===== src/rtl/jtag_master.sv =====
// JTAG master: runs TAP reset, DR scan and IR scan sequences on a divided TCK
// and returns the captured TDO bits right-aligned.
module jtag_master #(
  parameter int CLK_DIV = 2
) (
  input  logic        clk,
  input  logic        reset_n,
  input  logic        cmd_valid,
  output logic        cmd_ready,
  input  logic        cmd_reset,
  input  logic        cmd_ir,
  input  logic [4:0]  cmd_len,
  input  logic [31:0] cmd_data,
  output logic        rsp_valid,
  output logic [31:0] rsp_data,
  output logic        tck_o,
  output logic        tms_o,
  output logic        tdi_o,
  input  logic        tdo_i
);

  localparam logic [7:0] DIV_LAST = 8'(CLK_DIV - 1);

  // state is the TAP state the target sits in during the TCK in progress
  typedef enum logic [2:0] {
    TLR_SEQ, IDLE, SEL_DR, SEL_IR, CAPTURE, SHIFT, EXIT1, UPDATE
  } state_t;

  state_t      state, nxt_state;
  logic [7:0]  div_cnt;
  logic [2:0]  tlr_cnt;
  logic [4:0]  bit_cnt, len, nb;
  logic        is_ir;
  logic [31:0] data, cap;
  logic        nxt_tms, nxt_tdi, finish, phase_end;

  assign phase_end = (div_cnt == DIV_LAST);

  // Next TAP state and the TMS/TDI to present for the following TCK
  always_comb begin
    nxt_state = state;
    nxt_tms   = 1'b0;
    nxt_tdi   = 1'b0;
    finish    = 1'b0;
    nb        = 5'd0;
    if (state == SHIFT) nb = bit_cnt + 5'd1;
    case (state)
      TLR_SEQ: begin
        finish    = (tlr_cnt == 3'd5);
        nxt_state = finish ? IDLE : TLR_SEQ;
      end
      IDLE:    nxt_state = SEL_DR;
      SEL_DR:  nxt_state = is_ir ? SEL_IR : CAPTURE;
      SEL_IR:  nxt_state = CAPTURE;
      CAPTURE: nxt_state = SHIFT;
      SHIFT:   nxt_state = tms_o ? EXIT1 : SHIFT;
      EXIT1:   nxt_state = UPDATE;
      UPDATE: begin
        nxt_state = IDLE;
        finish    = 1'b1;
      end
      default: nxt_state = TLR_SEQ;
    endcase
    case (nxt_state)
      TLR_SEQ: nxt_tms = (tlr_cnt != 3'd4);
      SEL_DR:  nxt_tms = is_ir;
      SHIFT: begin
        nxt_tms = (nb == len);
        nxt_tdi = data[nb];
      end
      EXIT1:   nxt_tms = 1'b1;
      default: nxt_tms = 1'b0;
    endcase
  end

  always_ff @(posedge clk) begin
    if (!reset_n) begin
      state     <= TLR_SEQ;
      cmd_ready <= 1'b0;
      rsp_valid <= 1'b0;
      rsp_data  <= '0;
      tck_o     <= 1'b0;
      tms_o     <= 1'b1;
      tdi_o     <= 1'b0;
      div_cnt   <= '0;
      tlr_cnt   <= '0;
      bit_cnt   <= '0;
      len       <= '0;
      is_ir     <= 1'b0;
      data      <= '0;
      cap       <= '0;
    end else begin
      rsp_valid <= 1'b0;
      if (cmd_ready) begin
        if (cmd_valid) begin
          cmd_ready <= 1'b0;
          div_cnt   <= '0;
          tck_o     <= 1'b0;
          tms_o     <= 1'b1;
          tdi_o     <= 1'b0;
          tlr_cnt   <= '0;
          bit_cnt   <= '0;
          if (cmd_reset) begin
            state <= TLR_SEQ;
          end else begin
            state <= IDLE;
            is_ir <= cmd_ir;
            len   <= cmd_len;
            data  <= cmd_data;
            cap   <= '0;
          end
        end
      end else if (!phase_end) begin
        div_cnt <= div_cnt + 8'd1;
      end else begin
        div_cnt <= '0;
        if (!tck_o) begin
          tck_o <= 1'b1;
          if (state == SHIFT) cap[bit_cnt] <= tdo_i;
        end else begin
          // end of high phase: new TCK period starts, drive its TMS/TDI
          tck_o   <= 1'b0;
          state   <= nxt_state;
          tms_o   <= nxt_tms;
          tdi_o   <= nxt_tdi;
          bit_cnt <= nb;
          if (state == TLR_SEQ) tlr_cnt <= tlr_cnt + 3'd1;
          if (finish) begin
            cmd_ready <= 1'b1;
            if (state == UPDATE) begin
              rsp_valid <= 1'b1;
              rsp_data  <= cap;
            end
          end
        end
      end
    end
  end

endmodule


===== config.mk =====
export PLATFORM = sky130hd
export DESIGN_NAME = jtag_master
export DESIGN_NICKNAME = d
export VERILOG_FILES = /design/src/rtl/jtag_master.sv
export SDC_FILE = /design/constraint.sdc
export NUM_CORES = 1
export LEC_CHECK = 0
export BUFFER_PORTS_ARGS = -buffer_cell sky130_fd_sc_hd__buf_4
export CAP_MARGIN = 20
export CORE_ASPECT_RATIO = 0.7
export CORE_MARGIN = 2
export CORE_UTILIZATION = 60
export CTS_CLUSTER_DIAMETER = 100
export DETAILED_ROUTE_END_ITERATION = 8
export HOLD_SLACK_MARGIN = 0.02
export PLACE_DENSITY = 0.91
export SLEW_MARGIN = 20
export SYNTH_ARGS = -nofsm -noshare
export SYNTH_HDL_FRONTEND = slang
export SYNTH_SLANG_ARGS = --single-unit

===== constraint.sdc =====
create_clock -name clk -period 3.8 [get_ports clk]
set_clock_uncertainty 0.05 [all_clocks]
set_input_delay 0.76 -clock clk [delete_from_list [all_inputs] [get_ports clk]]
set_output_delay 0.76 -clock clk [all_outputs]
set_load 0.1 [all_outputs]

Yosys cells after proc, flatten, opt, wreduce, memory -nomap -nowiden. Index checks and enable logic that the tools add are counted.

Output and inout port bits: 37. Bits in registers: 126. Word-level logic and storage cells: 110.

Muxes and demuxes: 53. Bitwise gates (word level): 6. Magnitude comparators: 3. Reductions and logical operators: 14. Eq/ne operators: 17. Add/sub/neg operators: 3.

Operator list (number): 32-bit 2-to-1 mux (6); 32-bit bitwise mux (1); 3-bit 2-to-1 mux (10); 5-bit 2-to-1 mux (5); 8-bit 2-to-1 mux (3); 3-bit case mux with 8 select lines (1); 1-bit 2-to-1 mux (22); 3-bit == test, second input constant (7); 5-bit by 6-bit < comparator with 1-bit output, second input constant (2); 5-bit AND reduction (2); 3-bit by 2-bit == test with 1-bit output, second input constant (3); 8-bit by 1-bit adder with 8-bit output, second input constant (1); 8-bit by 1-bit == test with 1-bit output, second input constant (1); 2-bit nonzero test (4); 3-bit zero test (2); 2-bit != test, second input constant (3); 1-bit NOT (6); 3-bit AND reduction (2); 5-bit by 1-bit adder with 5-bit output, second input constant (1); 1-bit binary-select mux with 5-bit select (1); 1-bit demux with 5-bit select (1); 5-bit == test (1); 5-bit by 1-bit >= comparator with 1-bit output, second input constant (1); 5-bit OR reduction (1); other kinds (9) (9).

Longest topological paths before layout.
Depth in word-level cells: 9. Mapped depth: 10. Gate-level depth less buffers: 8.

Least setup slack after synthesis. OpenSTA, ideal clock, no wires.

Path kind: reg2reg. Start point: register cmd_ready. End point: register cap[5]. Clock period less this slack: 2.452 ns. Data required time: 3.635 ns. Arrival time: 2.287 ns. Cell stages (with the launch flop): 9. Slack: 1.348 ns. Cells stage by stage: dfxtp_1 -> nand2_1 -> or2_2 -> clkbuf_1 -> and2_1 -> clkbuf_1 -> o21ai_0 -> o21ai_0 -> and2_1.

Word-level cells in the longest chain between the ends: 2.

RTL lines: start: declaration (RTL line 9) `output logic cmd_ready,`; start signal: assignment (RTL line 79) `cmd_ready <= 1'b0;`; start signal: assignment (RTL line 96) `cmd_ready <= 1'b0;`; start signal: assignment (RTL line 129) `cmd_ready <= 1'b1;`; 2-bit != test (no source line) or 2-bit nonzero test (tied branches); 5-bit AND reduction (no source line); end signal: indexed assignment (RTL line 119) `if (state == SHIFT) cap[bit_cnt] <= tdo_i;`; end: declaration (RTL line 34) `logic [31:0] data, cap;`.

Several ways; a longest one is shown, not always the timed one. A chain may end at the register's enable or synchronous reset.

Worst setup path after layout.
Start point: register bit_cnt[1]. End point: register tdi_o.

Word-level cells in the longest chain between the ends: 8.

RTL lines: start: declaration (RTL line 32) `logic [4:0] bit_cnt, len, nb;`; start signal: assignment (RTL line 126) `bit_cnt <= nb;`; 5-bit by 1-bit adder with 5-bit output (RTL line 46) `if (state == SHIFT) nb = bit_cnt + 5'd1;`; 5-bit 2-to-1 mux (RTL line 46); 1-bit binary-select mux with 5-bit select (RTL line 69) `nxt_tdi = data[nb];`; 1-bit 2-to-1 mux (not written as such) (RTL line 69); 1-bit 2-to-1 mux (RTL line 64) `case (nxt_state)`; 1-bit 2-to-1 mux (RTL line 117) `if (!tck_o) begin`; 1-bit 2-to-1 mux (RTL line 113) `end else if (!phase_end) begin`; 1-bit 2-to-1 mux (RTL line 94) `if (cmd_ready) begin`; end signal: assignment (RTL line 125) `tdi_o <= nxt_tdi;`; end: declaration (RTL line 18) `output logic tdi_o,`.

Every way passes these cells. The select of a mux whose other input is x is not followed.

==> impl_metrics.env <==
export IMPL_outcome="finished, final reports clean"
export IMPL_ys_async_sr_fraction_pct=0
export IMPL_critical_path_required_ns=4.06
export IMPL_p_per_area_nw_per_um2=444.8
export IMPL_crit_type="reg -> reg"
export IMPL_dp_hpwl_um=10160
export IMPL_nets=850
export IMPL_rows=30
export IMPL_cts_max_level=4
export IMPL_antenna_found_initial=0
export IMPL_post_cts_buffers=0
export IMPL_synth_enable_flop_cells=0
export IMPL_cts_tree="done"
export IMPL_port_buffer_count=79
export IMPL_wl_per_cell_um=17.09
export IMPL_ys_dominant_reg_cell="dfxtp_1"
export IMPL_endpoint_kind="register"
export IMPL_post_route_min_period_ns=2.870
export IMPL_ys_types=56
export IMPL_hold_class="reg -> reg"
export IMPL_drive_gt1_share_pct=19.24
export IMPL_synth_seq_area_share_pct=41.05
export IMPL_final_period_utilization_pct=75.53
export IMPL_ys_warnings_count=0
export IMPL_drv_slew=0
export IMPL_max_cap_violations=0
export IMPL_ant_nets=0
export IMPL_cts_sink_count=126
export IMPL_slew_headroom_pct=36.19
export IMPL_grt_pass1_vias=5333
export IMPL_cts_max_path_buffers=2
export IMPL_rr_worst_depth=8
export IMPL_antenna_cells=0
export IMPL_drc=0
export IMPL_dr_pass1_iters=5
export IMPL_drt_total_wl_um=16050
export IMPL_cp_start_kind="register"
export IMPL_dieArea_sq_um=11080
export IMPL_arrival_ns=3.13
export IMPL_clock_latency_ns=0.42
export IMPL_fillers=717
export IMPL_gp_congestion=0.8786
export IMPL_cts_resized=0
export IMPL_synthCells=755
export IMPL_post_route_util_pct=74.26
export IMPL_drtIter0Drc=753
export IMPL_hold_viol_final=0
export IMPL_rsz0062_at_grt="false"
export IMPL_critical_path_endpoint="tdi_o"
export IMPL_die_w_um=125.0
export IMPL_timing_rr_end="tdi_o"
export IMPL_p_leak_nw=2.623
export IMPL_finalSetupViolations=0
export IMPL_fmax_mhz=348.4
export IMPL_reg2reg_from="bit_cnt[1]"
export IMPL_vias=5644
export IMPL_timing_critical_path_from="bit_cnt[1]"
export IMPL_setup_tns_ns=0
export IMPL_ctsHoldBuffers=0
export IMPL_grt_pass1_wl_um=26060
export IMPL_syn_area_sq_um=6145
export IMPL_ioPinCount=80
export IMPL_postSynthAreaPerCell_sq_um=8.139
export IMPL_cts_inserted_buffers=17
export IMPL_clk_pin_slew_ns=0.06
export IMPL_initial_core_util_pct=62.48
export IMPL_cts_root_buf="clkbuf_16"
export IMPL_tightest_slew_ns=0.9572
export IMPL_synth_seq_cells=126
export IMPL_synth_net_count=807
export IMPL_core_sq_um=9834
export IMPL_timing_reg2reg_setup_slack_ns=0.93
export IMPL_gr_usage_all_layers_pct=29.46
export IMPL_syn2layout_area_growth_pct=18.86
export IMPL_fp_dieH_um=88.67
export IMPL_viasPerCell=6.011
export IMPL_gr_total_overflow=0
export IMPL_grt_max_degree=109
export IMPL_cp_max_fo=12
export IMPL_irDropWorstVdd_mv=0.3777
cell usage after synthesis (7+ instances only):
library cell / instances / share of area [%]
nand3_1: 25 / 2.0
dfxtp_1: 126 / 41
clkbuf_1: 43 / 2.6
nand2b_1: 7 / 0.71
inv_1: 7 / 0.43
o21ai_0: 69 / 5.6
nor2_1: 17 / 1.0
and2_1: 31 / 3.2
a21boi_0: 52 / 6.4
ha_1: 9 / 1.8
a31oi_1: 11 / 1.1
nor2b_1: 16 / 1.6
a21boi_2: 29 / 5.3
and3_1: 7 / 0.71
a21oi_1: 41 / 3.3
nand2_1: 167 / 10
buf_2: 10 / 0.81
cells in the final DEF (no fill, tap or decap), types with 3 or more instances in the layout:
master / synthesis / final
nor2_1: 17 / 16
buf_4: 2 / 88
mux2i_1: 5 / 5
o21ai_0: 69 / 69
nor3b_1: 5 / 5
nand4b_1: 6 / 6
clkbuf_16: 0 / 17
nor2b_1: 16 / 16
a31oi_1: 11 / 11
xor2_1: 5 / 5
nor3_1: 6 / 6
a221oi_1: 3 / 3
a211oi_1: 6 / 6
a21boi_2: 29 / 29
and2_1: 31 / 31
dfxtp_1: 126 / 126
a21oi_1: 41 / 41
bufinv_16: 0 / 4
nand2_1: 167 / 167
and3_1: 7 / 7
nand3b_1: 3 / 3
a21boi_0: 52 / 52
nand2b_1: 7 / 7
inv_1: 7 / 7
inv_6: 0 / 4
nand3_1: 25 / 25
xnor2_1: 4 / 4
ha_1: 9 / 9
routing by layer:
layer  global-route usage [%]  wire length, um  up-vias
li1                         -                -     2680
met1                    38.68             7111     2679
met2                    48.88             7396      263
met3                    6.832             1344       22
met4                    10.10              195        0
met5                        0                0        -
worst min path at each step:
stage	cells after the start	startpoint	to
finish	2	cap[5]	rsp_data[5]
global route	2	cap[5]	rsp_data[5]
CTS	2	cap[5]	rsp_data[5]
detailed placement	2	cap[5]	rsp_data[5]
global placement	2	data[12]	data[12]
floorplan	2	cap[0]	rsp_data[0]
registers in the layout, summed over array words and instances (netlist names):
signal / count
div_cnt: 8
tck_o: 1
len: 5
rsp_valid: 1
is_ir: 1
data: 32
tms_o: 1
cmd_ready: 1
rsp_data: 32
tlr_cnt: 3
tdi_o: 1
cap: 32
state: 3
bit_cnt: 5
power breakdown:
part / switching, mW / internal (mW)
logic: 0.0800 / 0.0701
clock network: 0.645 / 1.11
registers: 0.0135 / 1.33
through the flow:
stage | instances | total power [mW] | setup WS, ns | area [sq um] | hold WS (ns)
floorplan | 755 | 1.465 | 1.348 | 6145 | 0.3873
global placement | 907 | 1.512 | 1.157 | 6670 | 0.4022
detailed placement | 907 | 1.519 | 1.153 | 6670 | 0.4024
CTS | 939 | 3.239 | 1.016 | 7303 | 0.4110
global route | 939 | 3.327 | 0.8201 | 7303 | 0.4233
finish | 939 | 3.248 | 0.9300 | 7303 | 0.4076
worst max-delay path, cell delays in order, from the launching register on:
cell and delay, ns:
dfxtp_1 0.43, inv_1 0.11, ha_1 0.65, nand4b_1 0.51, a221oi_1 0.42, a211o_1 0.17
o211ai_1 0.09, a31oi_1 0.22, o41ai_2 0.10
cells by family (layout without fill, tap and decap cells):
group,after synthesis,after routing,share of synthesized area (%)
xor+xnor,9,9,1.283
flops,126,126,41.05
fa+ha+maj,9,9,1.833
mux,6,6,0.9978
buf+inv,71,127,5.274
simple gates,305,305,24.03
compound gates,229,229,25.53
layout make-up:
cell class	instances	area [sq um]	area share, %
multi-input cells	558	3301	45.19
flip-flops and latches	126	2522	34.54
repair buffers	88	660.6	9.046
clock buffers	18	429.2	5.876
clock inverters	14	203.9	2.793
well taps	128	160.2	2.193
inverters	7	26.28	0.3598
(Power assumes the default switching activity.)
